## src/rtl/usb_tx_sched.sv

```systemverilog
// usb_tx_sched: two-requester USB packet transmitter with round-robin arbitration.
// It sends PID, then the payload, then the inverted CRC16 of the payload.
//
// Ports:
//   clk, reset          single clock, synchronous active-high reset
//   req[1:0]            per-requester packet request (level, held until done)
//   pid0/pid1           PID nibble per requester
//   len0/len1           payload byte count per requester (clamped to MAX_LEN)
//   pl_data0/pl_data1   first-word-fall-through payload bytes
//   pl_rd[1:0]          one-hot pop strobe to the granted payload source
//   tx_ready            downstream accepts tx_data this cycle
//   tx_valid, tx_data   transmit byte stream
//   gnt[1:0]            one-hot grant, held for the whole packet
//   done[1:0]           one-cycle completion pulse per requester
//   busy                high whenever not idle
module usb_tx_sched #(
    parameter int MAX_LEN = 64,
    parameter int LEN_W   = 7
) (
    input  logic             clk,
    input  logic             reset,
    input  logic [1:0]       req,
    input  logic [3:0]       pid0,
    input  logic [3:0]       pid1,
    input  logic [LEN_W-1:0] len0,
    input  logic [LEN_W-1:0] len1,
    input  logic [7:0]       pl_data0,
    input  logic [7:0]       pl_data1,
    output logic [1:0]       pl_rd,
    input  logic             tx_ready,
    output logic             tx_valid,
    output logic [7:0]       tx_data,
    output logic [1:0]       gnt,
    output logic [1:0]       done,
    output logic             busy
);

    typedef enum logic [2:0] {IDLE, PID, DATA, CRC_LO, CRC_HI} state_t;

    state_t           state;
    logic [3:0]       pid_q;
    logic [LEN_W-1:0] cnt;
    logic [15:0]      crc;
    logic             last_gnt;   // index of the requester granted most recently
    logic             win;
    logic [LEN_W-1:0] len_sel;
    logic [LEN_W-1:0] len_clamped;
    logic             xfer;

    // Reflected CRC16 (0xA001 form), one byte folded in LSB-first.
    function automatic logic [15:0] crc16_byte(input logic [15:0] c, input logic [7:0] d);
        logic [15:0] r;
        r = c ^ {8'h00, d};
        for (int i = 0; i < 8; i++)
            r = r[0] ? ((r >> 1) ^ 16'hA001) : (r >> 1);
        return r;
    endfunction

    // On contention the requester not granted last wins; otherwise the lone requester.
    assign win         = (req == 2'b11) ? ~last_gnt : req[1];
    assign len_sel     = win ? len1 : len0;
    assign len_clamped = (len_sel > LEN_W'(MAX_LEN)) ? LEN_W'(MAX_LEN) : len_sel;

    assign tx_valid = (state != IDLE);
    assign busy     = (state != IDLE);
    assign xfer     = tx_valid & tx_ready;
    assign pl_rd    = (state == DATA && tx_ready) ? gnt : 2'b00;

    // Payload bytes pass straight through so the FWFT head can be popped in the same cycle;
    // everything else comes from registered state, so it holds steady under backpressure.
    always_comb begin
        tx_data = 8'h00;
        case (state)
            PID:     tx_data = {~pid_q, pid_q};
            DATA:    tx_data = gnt[1] ? pl_data1 : pl_data0;
            CRC_LO:  tx_data = ~crc[7:0];
            CRC_HI:  tx_data = ~crc[15:8];
            default: tx_data = 8'h00;
        endcase
    end

    always_ff @(posedge clk) begin
        if (reset) begin
            state    <= IDLE;
            gnt      <= 2'b00;
            done     <= 2'b00;
            pid_q    <= 4'h0;
            cnt      <= '0;
            crc      <= 16'hFFFF;
            last_gnt <= 1'b1;
        end else begin
            done <= 2'b00;
            case (state)
                IDLE: begin
                    if (|req) begin
                        gnt      <= win ? 2'b10 : 2'b01;
                        last_gnt <= win;
                        pid_q    <= win ? pid1 : pid0;
                        cnt      <= len_clamped;
                        crc      <= 16'hFFFF;
                        state    <= PID;
                    end
                end
                PID: begin
                    if (xfer) state <= (cnt == '0) ? CRC_LO : DATA;
                end
                DATA: begin
                    if (xfer) begin
                        crc <= crc16_byte(crc, tx_data);
                        cnt <= cnt - LEN_W'(1);
                        if (cnt == LEN_W'(1)) state <= CRC_LO;
                    end
                end
                CRC_LO: begin
                    if (xfer) state <= CRC_HI;
                end
                CRC_HI: begin
                    if (xfer) begin
                        state <= IDLE;
                        done  <= gnt;
                        gnt   <= 2'b00;
                    end
                end
                default: state <= IDLE;
            endcase
        end
    end

endmodule

```

## config.mk

```make
export PLATFORM = sky130hd
export DESIGN_NAME = usb_tx_sched
export DESIGN_NICKNAME = d
export VERILOG_FILES = /design/src/rtl/usb_tx_sched.sv
export SDC_FILE = /design/constraint.sdc
export NUM_CORES = 1
export LEC_CHECK = 0
export ABC_AREA = 0
export CORE_MARGIN = 4
export CORE_UTILIZATION = 44
export DETAILED_ROUTE_END_ITERATION = 8
export MAX_ROUTING_LAYER = met4
export PLACE_DENSITY = 0.73
export SLEW_MARGIN = 10
export SYNTH_ARGS = -nofsm -noshare
export SYNTH_HDL_FRONTEND = slang
export SYNTH_SLANG_ARGS = --single-unit
```

## constraint.sdc

```tcl
create_clock -name clk -period 2.85 [get_ports clk]
set_clock_uncertainty 0.15 [all_clocks]
set_input_delay 0.4275 -clock clk [delete_from_list [all_inputs] [get_ports clk]]
set_output_delay 0.4275 -clock clk [all_outputs]
set_load 0.02 [all_outputs]
```

==> results of run 1 <==
## final cells by class
class	instances	area, um^2	area share (%)
flip-flops and latches	35	701.9	21.47
clock buffers	8	100.1	3.062
repair buffers	93	855.8	26.18
inverters	6	22.52	0.6889
well taps	70	87.58	2.679
multi-input cells	232	1501	45.92
## routing by layer
layer | share of wire (%) | track usage, % | up-vias
li1 | - | - | 1220
met1 | 45 | 26.86 | 1145
met2 | 48 | 36.67 | 78
met3 | 5.3 | 3.700 | 10
met4 | 1.9 | 7.264 | 0
met5 | 0 | - | -
## worst max path at each step
stage,cells after the start,slack (ps),end
final,6,90,tx_data[3]
after global routing,12,-20,crc[14]
after CTS,10,20,crc[0]
after detailed placement,10,-260,crc[0]
after global placement,10,-220,crc[0]
after floorplan,10,20,crc[0]
## what timing repair did
item,in CTS,in global routing
gates resized for setup,3,4
pin swaps,0,3
endpoints found under the setup margin,3,3
buffers inserted,0,3
## power groups by stage
stage,registers [W],logic (W),clock network (W)
2_1_floorplan,0.000636,0.00106,0
3_3_place_gp,0.000660,0.00161,0
3_5_place_dp,0.000661,0.00163,0
4_1_cts,0.000652,0.00163,0.000406
5_1_grt,0.000665,0.00181,0.000424
6_report,0.000655,0.00167,0.000396
## placed cells by master, fill, tap and decap left out, drive strengths merged, types with 6 or more instances in the layout
master | Yosys | routed
nor2 | 40 | 40
nand2 | 16 | 16
o21ai | 23 | 23
mux2i | 17 | 17
a21oi | 15 | 15
clkdlybuf4s50 | 0 | 55
a311oi | 6 | 6
o22ai | 12 | 12
nand2b | 12 | 12
xor2 | 7 | 7
buf | 8 | 35
nor3 | 19 | 19
clkbuf | 11 | 8
nand3 | 7 | 7
dfxtp | 35 | 35
xnor2 | 11 | 11
## worst max-delay path: stages
cell and delay [ps]:
clkdlybuf4s50_1 400, mux2i_1 150, nor2_1 60, a311oi_1 360
o21ai_0 200, clkdlybuf4s50_1 580
## cell families (layout without fill, tap and decap cells)
group,after synthesis,after routing,share of synthesized area (%)
DFF,35,35,30.45
AOI/OAI and AO/OA,83,83,23.65
buffers and inverters,25,107,4.948
xor gates and xnor gates,19,19,7.830
and+or+nand+nor,106,106,21.48
adders and majority gates,2,2,1.087
muxes,22,22,10.55
## state kept, by name (all words and copies together) (netlist names)
register  count
gnt           2
pid_q         4
crc          16
state         3
cnt           7
done          2
last_gnt      1
## per-stage QoR
step	hold slack, ps	area [um^2]
after detailed placement	325.9	3131
after floorplan	288.2	2303
final	334.8	3269
after global placement	313.3	3131
after CTS	337.0	3229
after global routing	357.5	3269
==> summary.md, run 1 <==
| Metric | Value |
|---|---|
| PortBufs | `58` |
| Aggregate routed wire length | `6.544 mm` |
| Synthesis-to-finish area growth | `42.09%` |
| Share of total power consumed by net switching | `40.06%` |
| Post-layout minimum cycle time | `2758 ps` |
| Total number of yosys warnings | `0` |
| Final RePlAce weighted congestion | `0.9154` |
| Launch instance of the worst min-delay path | `cnt[5]` |
| Final HPWL from detailed placement | `5.028 mm` |
| Layout cells sized above 1 | `14.71%` |
| Remaining design rule violation count | `0` |
| Hold bufs inserted after CTS | `0` |
| Clock network latency to the later pin of the worst-skew pair | `290 ps` |
| Via Count | `2453` |
| Count of inserted antenna diode cells | `0` |
| Nets in the synthesized netlist | `337` |
| Number of slew-limit violations in the final report | `0` |
| Pin count of the biggest net entering global routing | `29` |
| Mean cell area of the mapped netlist | `7.880 um^2` |
| H-Tree Level Count | `2` |
| Synth top area share | `30.45%` |
| Share of total power in sequential cells | `24.1%` |
| Proportion of power drawn by combinational gates | `61.4%` |
| Antenna Violating Nets Remaining | `0` |
| Antenna violations before repair | `0` |
| Number of nets in the layout | `418` |
| Critical path class | `primary input to output port` |
| CTS buffer count | `5` |
| Most common cell in the netlist | `nor2_1` |
| Overall overflow remaining after global route | `0` |
| Share of the clock period used by the worst path after layout | `96.76%` |
| Slack of the worst reg-to-reg path | `180 ps` |
| Result of the run | `completed` |
| Least setup slack across all paths after layout | `92.37 ps` |
| Net switching power of the design | `0.001092 W` |
| Post-route setup TNS | `0 ps` |
| Power density over the cells | `833.6 mW/mm^2` |
| Worst Hold Path EP | `cnt[5]` |
| Slew at the pin closest to its max-slew limit | `851.7 ps` |
| Endpoints failing hold | `0` |
| Overall die area | `0.006451 mm^2` |
| Number of search-and-repair iterations in the first detailed-routing pass | `4` |
| Source of the worst register-to-register timing path | `gnt[1]` |
| Number of global-route vias before repair | `2349` |
| Longest Clk Path Bufs | `2` |
| Reg-to-Reg End | `crc[0]` |
| Nature of the critical path endpoint | `output port` |
| Maximum clock rate | `0.3626 GHz` |
| Power Total | `0.002725 W` |
| Floorplan die height | `80.32 um` |
| Async S/R FF share, synth | `0%` |
| Hold Path Class | `register to register` |
| Standard-cell rows | `26` |
| Starting density of the core | `45.34%` |
| Top cells by instance count after synthesis | `nor2_1, dfxtp_1, o21ai_0, nor3_1, nand2_1` |
| Sort of element at the start of the critical path | `primary input` |
| CP Data Arrival Time | `2180 ps` |
| Worst Reg-to-Reg Cells | `9` |
| Boundary pin count | `59` |
| Fill cell count | `460` |
| Clock network fraction of design power | `14.5%` |
| Avg Vias per Cell | `5.525` |
| CTS Sinks | `35` |
| Sequential fraction of the synthesis area | `30.45%` |
| Top cells by area in the synthesized netlist | `dfxtp_1, mux2i_1, nor2_1, o21ai_0, xnor2_1` |
| Final setup fails | `0` |
| Area of the placeable core | `0.005075 mm^2` |
| Yosys top cell by area | `dfxtp_1` |
| Maxcap violations | `0` |
| Final non-filler cell total | `444` |
| Required time worst endpoint | `2270 ps` |
| Normalized max-slew margin | `43.22%` |
| First-pass GRT wire length | `10.80 mm` |
| CP Max Fanout | `2` |
| Number of cells produced by synthesis | `292` |
| Wirelength per Cell | `14.74 um` |
| Initial detailed-routing violation count | `273` |
| Netlist area before placement | `0.002301 mm^2` |
| Share of the core filled with cells in the final layout | `64.42%` |
| Worst-case setup slack after placement | `-259.1 ps` |
| VDD IR-drop max | `376.4 uV` |
| Hold path cells | `2` |
| Cell chosen for the clock root | `clkbuf_8` |
| Global routing usage summed across all routing layers | `21.95%` |
| Flop and latch count out of synthesis | `35` |
| Power Internal | `0.001634 W` |
| Clock edge transition at the registers on the reported setup and hold paths | `60 ps` |
| EDFF count, synth | `0` |
| TritonCTS clock tree | `done` |
| Top_reg_cell synth | `dfxtp_1` |
| Post-Place Cells | `433` |
| Number of distinct library cells after synthesis | `46` |
| Leakage power | `1.265 nW` |
| Timing startpoint of the critical path | `pl_data1[3]` |
| X dimension of the die | `80.32 um` |
No activity file was read; power rests on OpenSTA's default activity.
==> inputs of run 2 (changes only) <==
--- a/config.mk
+++ b/config.mk
@@ -9,8 +9,10 @@
 export CORE_MARGIN = 4
 export CORE_UTILIZATION = 44
 export DETAILED_ROUTE_END_ITERATION = 8
+export GPL_TIMING_DRIVEN = 0
 export MAX_ROUTING_LAYER = met4
 export PLACE_DENSITY = 0.73
+export SKIP_LAST_GASP = 1
 export SLEW_MARGIN = 10
 export SYNTH_ARGS = -nofsm -noshare
 export SYNTH_HDL_FRONTEND = slang
==> run 2 against run 1 <==
  * Flip-flop and latch count unchanged
  * Critical path type is now register to register
  * Largest cell class unchanged
  * Critical endpoint is now crc[0]
  * Utilization decreased by 0.96 points
  * First-iteration DRC count decreased by 25%
  * Design area decreased by 1.5%
  * Non-clock buffer count decreased by 11
  * Die area unchanged
  * Critical path depth increased by 5
  * Global-route usage increased by 0.80 points
  * Fmax increased by 1.8%
==> summary.md, run 2 (same netlist as run 1, synthesis figures left out) <==
| Metric | Value |
|---|---|
| Antenna Violating Nets Remaining | `0 (unchanged)` |
| CP Max Fanout | `10 (+8)` |
| Maxcap violations | `0 (unchanged)` |
| PortBufs | `57 (-1.7%)` |
| Boundary pin count | `59 (unchanged)` |
| Remaining design rule violation count | `0 (unchanged)` |
| Commonest non-fill, non-tap cells in the layout | `clkdlybuf4s50_1, nor2_1, dfxtp_1` |
| Sort of element at the start of the critical path | `register` |
| Final HPWL from detailed placement | `5.069 mm (+0.81%)` |
| Required time worst endpoint | `2920 ps (+650 ps)` |
| Worst-case setup slack after placement | `-429.2 ps (-170.1 ps)` |
| Maximum clock rate | `0.3690 GHz (+1.8%)` |
| Number of global-route vias before repair | `2348 (-0.043%)` |
| Antenna violations before repair | `0 (unchanged)` |
| Most common cell after layout, fill and taps aside | `clkdlybuf4s50_1` |
| Layout cells sized above 1 | `12.67% (-2.0 points)` |
| Power density over the cells | `834.6 mW/mm^2 (+0.12%)` |
| X dimension of the die | `80.32 um (unchanged)` |
| Final RePlAce weighted congestion | `0.9179 (+0.27%)` |
| Via Count | `2448 (-0.20%)` |
| Number of nets in the layout | `407 (-2.6%)` |
| Post-route setup TNS | `0 ps (unchanged)` |
| Result of the run | `completed` |
| Layout Cell Area excl Fill | `0.003221 mm^2 (-1.5%)` |
| Standard-cell rows | `26 (unchanged)` |
| Power Total | `0.002688 W (-1.4%)` |
| CTS buffer count | `5 (unchanged)` |
| Floorplan die height | `80.32 um (unchanged)` |
| Area of the placeable core | `0.005075 mm^2 (unchanged)` |
| Critical path class | `register to register` |
| Clock network fraction of design power | `14.6% (about the same)` |
| Least setup slack across all paths after layout | `139.9 ps (+47.56 ps)` |
| Leakage power | `1.263 nW (-0.17%)` |
| Final setup fails | `0 (unchanged)` |
| Clock edge transition at the registers on the reported setup and hold paths | `70 ps (about the same)` |
| Initial detailed-routing violation count | `205 (-25%)` |
| Share of total power in sequential cells | `24.1% (about the same)` |
| Slew at the pin closest to its max-slew limit | `827.5 ps (-24.19 ps)` |
| Top reg by flops | `crc` |
| Normalized max-slew margin | `44.83% (+1.6 points)` |
| Net switching power of the design | `0.001136 W (+4.0%)` |
| First-pass GRT wire length | `11.18 mm (+3.5%)` |
| Share of the core filled with cells in the final layout | `63.46% (-0.96 points)` |
| Nature of the critical path endpoint | `register` |
| TritonCTS clock tree | `done` |
| Leading registers by flop count | `crc x16, cnt x7, pid_q x4` |
| CP Data Arrival Time | `2780 ps (+600 ps)` |
| VDD IR-drop max | `314.0 uV (-17%)` |
| Clock network latency to the later pin of the worst-skew pair | `280 ps (about the same)` |
| Aggregate routed wire length | `6.822 mm (+4.2%)` |
| Cell chosen for the clock root | `clkbuf_8` |
| Max reg flops | `16 (unchanged)` |
| CTS Sinks | `35 (unchanged)` |
| Pin count of the biggest net entering global routing | `11 (-62%)` |
| Global routing usage summed across all routing layers | `22.75% (+0.80 points)` |
| Starting density of the core | `45.34% (unchanged)` |
| Number of search-and-repair iterations in the first detailed-routing pass | `5 (+1)` |
| Power Internal | `0.001552 W (-5.0%)` |
| H-Tree Level Count | `2 (unchanged)` |
| Post-layout minimum cycle time | `2710 ps (-47.56 ps)` |
| Longest Clk Path Bufs | `2 (unchanged)` |
| Overall die area | `0.006451 mm^2 (unchanged)` |
| Share of total power consumed by net switching | `42.26% (+2.2 points)` |
| Hold Path Class | `register to register` |
| Number of slew-limit violations in the final report | `0 (unchanged)` |
| Overall overflow remaining after global route | `0 (unchanged)` |
| Share of the clock period used by the worst path after layout | `95.09% (-1.7 points)` |
| Post-detailed-placement cell area | `0.002962 mm^2 (-5.4%)` |
| Proportion of power drawn by combinational gates | `61.3% (about the same)` |
| Endpoints failing hold | `0 (unchanged)` |
| Synthesis-to-finish area growth | `39.97%` |
| Avg Vias per Cell | `5.654 (+2.3%)` |
| Wirelength per Cell | `15.76 um (+6.9%)` |
| Count of inserted antenna diode cells | `0 (unchanged)` |
run 2: changes by cell type in the layout (fill, tap and decap cells not counted), sizes merged:
cell,before,now
buf,35,13
clkbuf,8,20
clkdlybuf4s50,55,51
dlygate4sd2,2,1
dlymetal6s2s,1,5
run 2: cell type report:
class	count	area (um^2)
Clock buffer	8	100.1
Inverter	6	23.77
Fill cell	471	1854
Multi-Input combinational cell	232	1565
Buffer	19	116.4
Tap cell	70	87.58
Timing Repair Buffer	63	626.9
Sequential cell	35	700.7
run 2: timing repair:
item / CTS / global route
endpoints found under the setup margin: 9 / 8
setup buffers: 1 / 5
pin swaps: 3 / 5
resized for setup: 13 / 20
hold buffers: 0 / 0
run 2: final timing paths:
check	end	slack, ps	from	cells after the start
worst min register to register	last_gnt	330	last_gnt	2
worst max register to register	crc[0]	140	state[0]	11
worst max-delay path	crc[0]	140	state[0]	11
worst min-delay path	last_gnt	330	last_gnt	2
run 2: worst max-delay path: stages, from the launching register on:
cell and delay [ps]:
dfxtp_1 350, buf_6 150, nand2b_1 130, buf_6 150, nor3_1 60, a311oi_2 350
mux2i_2 360, xor2_2 230, xnor2_2 160, xnor3_1 280, xor2_1 160, a21oi_1 120
run 2: power groups by stage:
stage               clock network (W)  logic, W  registers (W)
floorplan                           0   0.00106       0.000636
global placement                    0   0.00143       0.000649
detailed placement                  0   0.00146       0.000650
CTS                          0.000402   0.00148       0.000641
global route                 0.000419   0.00178       0.000657
finish                       0.000394   0.00165       0.000647
run 2: per-stage QoR:
stage	cells	hold slack [ps]
2_1_floorplan	292	288.2
3_3_place_gp	419	311.3
3_5_place_dp	419	310.3
4_1_cts	428	328.7
5_1_grt	433	363.6
6_report	433	330.1
run 2: per-layer routing:
| layer | vias to the layer above | share of wire (%) | wire length, um | global-route usage, % |
|---|---|---|---|---|
| met5 | - | 0 | 0 | - |
| met2 | 118 | 46 | 3150 | 36.34 |
| met4 | 0 | 2.6 | 174 | 8.277 |
| met1 | 1115 | 43 | 2963 | 28.66 |
| met3 | 20 | 7.8 | 535 | 4.260 |
| li1 | 1195 | - | - | - |
==> inputs of run 3 (changes only) <==
--- a/config.mk
+++ b/config.mk
@@ -7,11 +7,12 @@
 export LEC_CHECK = 0
 export ABC_AREA = 0
 export CORE_MARGIN = 4
-export CORE_UTILIZATION = 44
+export CORE_UTILIZATION = 45
 export DETAILED_ROUTE_END_ITERATION = 8
 export GPL_TIMING_DRIVEN = 0
 export MAX_ROUTING_LAYER = met4
-export PLACE_DENSITY = 0.73
+export PLACE_DENSITY = 0.71
+export SETUP_SLACK_MARGIN = 0.15
 export SKIP_LAST_GASP = 1
 export SLEW_MARGIN = 10
 export SYNTH_ARGS = -nofsm -noshare
==> constraint.sdc (replaced) <==
create_clock -name clk -period 3 [get_ports clk]
set_clock_uncertainty 0.15 [all_clocks]
set_input_delay 0.45 -clock clk [delete_from_list [all_inputs] [get_ports clk]]
set_output_delay 0.45 -clock clk [all_outputs]
set_load 0.02 [all_outputs]
==> run 3 against run 2 <==
  * Utilization up 2.0 points
  * Sequential power down 5.3%
  * Non-clock buffer count up 1
  * Sequential share of layout area up 0.31 points
  * Via count down 2.1%
  * Highest routed layer unchanged
  * Cell count down 0.46%
==> summary.md, run 3 (same netlist as run 1, synthesis figures left out) <==
| Metric | Value |
|---|---|
| Result of the run | `completed` |
| Boundary pin count | `59 (unchanged)` |
| Unrepaired setup endpoints after global routing | `yes` |
| Share of the core filled with cells in the final layout | `65.50% (+2.0 points)` |
| VDD IR-drop max | `326.5 uV (+4.0%)` |
| Most common cell after layout, fill and taps aside | `clkdlybuf4s50_1` |
| Maxcap violations | `0 (unchanged)` |
| Aggregate routed wire length | `6.533 mm (-4.2%)` |
| Share of the clock period used by the worst path after layout | `94.05%` |
| Wirelength per Cell | `15.16 um (-3.8%)` |
| Avg Vias per Cell | `5.561 (-1.6%)` |
| Least setup slack across all paths after layout | `178.4 ps (+38.45 ps)` |
| CP Max Fanout | `9 (-1)` |
| First-pass GRT wire length | `10.63 mm (-4.9%)` |
| Number of global-route vias before repair | `2197 (-6.4%)` |
| Via Count | `2397 (-2.1%)` |
| Layout cells sized above 1 | `11.81% (-0.86 points)` |
| Overall overflow remaining after global route | `0 (unchanged)` |
| CTS buffer count | `5 (unchanged)` |
| Critical path cell sequence | `buf_6, or3b_1, clkbuf_4, o22a_1, o21ai_0, clkdlybuf4s50_1` |
| Hold Path Class | `register to register` |
| Final RePlAce weighted congestion | `0.8903 (-3.0%)` |
| Longest individual stage delay on the worst path | `630 ps (+270 ps)` |
| Overall die area | `0.006321 mm^2 (-2.0%)` |
| Sequential cell area | `700.7 um^2 (unchanged)` |
| TritonCTS clock tree | `done` |
| Clock edge transition at the registers on the reported setup and hold paths | `70 ps (about the same)` |
| Maximum clock rate | `0.3544 GHz` |
| Number of slew-limit violations in the final report | `0 (unchanged)` |
| Count of inserted antenna diode cells | `0 (unchanged)` |
| Initial detailed-routing violation count | `136 (-34%)` |
| Commonest non-fill, non-tap cells in the layout | `clkdlybuf4s50_1, nor2_1, dfxtp_1` |
| Footprint of the multi-input gates | `0.001545 mm^2 (-1.3%)` |
| Cell chosen for the clock root | `clkbuf_8` |
| Sort of element at the start of the critical path | `register` |
| Starting density of the core | `47.46% (+2.1 points)` |
| CTS Sinks | `35 (unchanged)` |
| Required time worst endpoint | `2400 ps (-520 ps)` |
| Nature of the critical path endpoint | `output port` |
| Clock network latency to the later pin of the worst-skew pair | `290 ps (about the same)` |
| Remaining design rule violation count | `0 (unchanged)` |
| Top reg by flops | `crc` |
| Power density over the cells | `766.3 mW/mm^2 (-8.2%)` |
| Final setup fails | `0 (unchanged)` |
| Longest Clk Path Bufs | `2 (unchanged)` |
| Global routing usage summed across all routing layers | `21.68% (-1.1 points)` |
| Final HPWL from detailed placement | `5.011 mm (-1.1%)` |
| Cell with the largest stage delay on the worst path | `clkdlybuf4s50_1` |
| CP Data Arrival Time | `2220 ps (-560 ps)` |
| PortBufs | `57 (unchanged)` |
| Fill cell count | `438 (-7.0%)` |
| Slew at the pin closest to its max-slew limit | `830.3 ps (+2.821 ps)` |
| Max reg flops | `16 (unchanged)` |
| Post-Place Cells | `416 (-0.72%)` |
| Standard-cell rows | `25 (-3.8%)` |
| Synthesis-to-finish area growth | `38.01%` |
| Post-route setup TNS | `0 ps (unchanged)` |
| H-Tree Level Count | `2 (unchanged)` |
| Normalized max-slew margin | `44.64% (-0.19 points)` |
| Endpoints failing hold | `0 (unchanged)` |
| Final non-filler cell total | `431 (-0.46%)` |
| X dimension of the die | `79.51 um (-1.0%)` |
| Pin count of the biggest net entering global routing | `11 (unchanged)` |
| Critical path class | `register to output port` |
| Antenna violations before repair | `0 (unchanged)` |
| Antenna Violating Nets Remaining | `0 (unchanged)` |
| Number of nets in the layout | `408 (+0.25%)` |
| Leading registers by flop count | `crc x16, cnt x7, pid_q x4` |
| Post-layout minimum cycle time | `2822 ps` |
| Worst-case setup slack after placement | `-256.3 ps (+172.9 ps)` |
| Area of the placeable core | `0.004848 mm^2 (-4.5%)` |
| Number of search-and-repair iterations in the first detailed-routing pass | `5 (unchanged)` |
| Floorplan die height | `79.51 um (-1.0%)` |
| Leakage power | `1.221 nW (-3.3%)` |
==> run 3: cell count changes in the layout (fill, tap and decap cells not counted), moves of 2 or more <==
cell,change
mux2i_2,-2
dlymetal6s2s_1,-3
clkbuf_8,-2
dlygate4sd2_1,+2
mux2i_1,+2
==> run 3: final timing paths <==
kind         startpoint    endpoint  slack, ps  depth (start not counted)
max            state[2]  tx_data[0]        180                          6
min              cnt[5]      cnt[5]        330                          2
max reg2reg    state[0]      crc[0]        260                         11
min reg2reg      cnt[5]      cnt[5]        330                          2
==> run 3: timing repair <==
action	in CTS	in global routing
hold endpoints to repair	0	0
resized for setup	14	16
hold buffers	0	0
pin swaps	2	3
endpoints found under the setup margin	8	4
setup buffers	3	4
==> run 3: per-stage QoR <==
stage / hold WS [ps] / power [W] / cell area (um^2)
after CTS: 335.6 / 0.002352 / 3098
after detailed placement: 325.7 / 0.001994 / 2958
final: 334.3 / 0.002433 / 3176
after floorplan: 288.2 / 0.001607 / 2303
after global routing: 362.9 / 0.002604 / 3176
after global placement: 310.1 / 0.001984 / 2958
==> run 3: power breakdown <==
| part | internal (W) | leakage [nW] | switching (W) | total (W) |
|---|---|---|---|---|
| clock | 0.000163 | 0.0422 | 0.000171 | 0.000334 |
| sequential | 0.000539 | 0.286 | 0.0000738 | 0.000613 |
| combinational | 0.000692 | 0.893 | 0.000795 | 0.00149 |
| total | 0.00139 | 1.22 | 0.00104 | 0.00243 |
==> run 3: critical path: cells and delay by family, from the launching register on <==
kind	cells	cell delay, ps
buffers and inverters	3	960
AO/OA/AOI/OAI	2	290
flip-flops	1	310
AND/OR/NAND/NOR	1	360
==> run 3: cell type report <==
class	count	area share (%)
buffer	19	3.664
clock buffer	7	2.403
clock inverter	1	0.1576
inverter	6	0.7486
multi-input combinational	232	48.66
sequential	35	22.06
tap	67	2.640
timing repair buffer	64	19.66
==> run 3: per-layer routing <==
metal  wire length [um]  track usage, %  vias to the layer above
met1               2897           28.14                     1104
met4                 57           4.811                        0
li1                   -               -                     1193
met2               3083           36.14                       92
met5                  0               -                        -
met3                495           2.709                        8
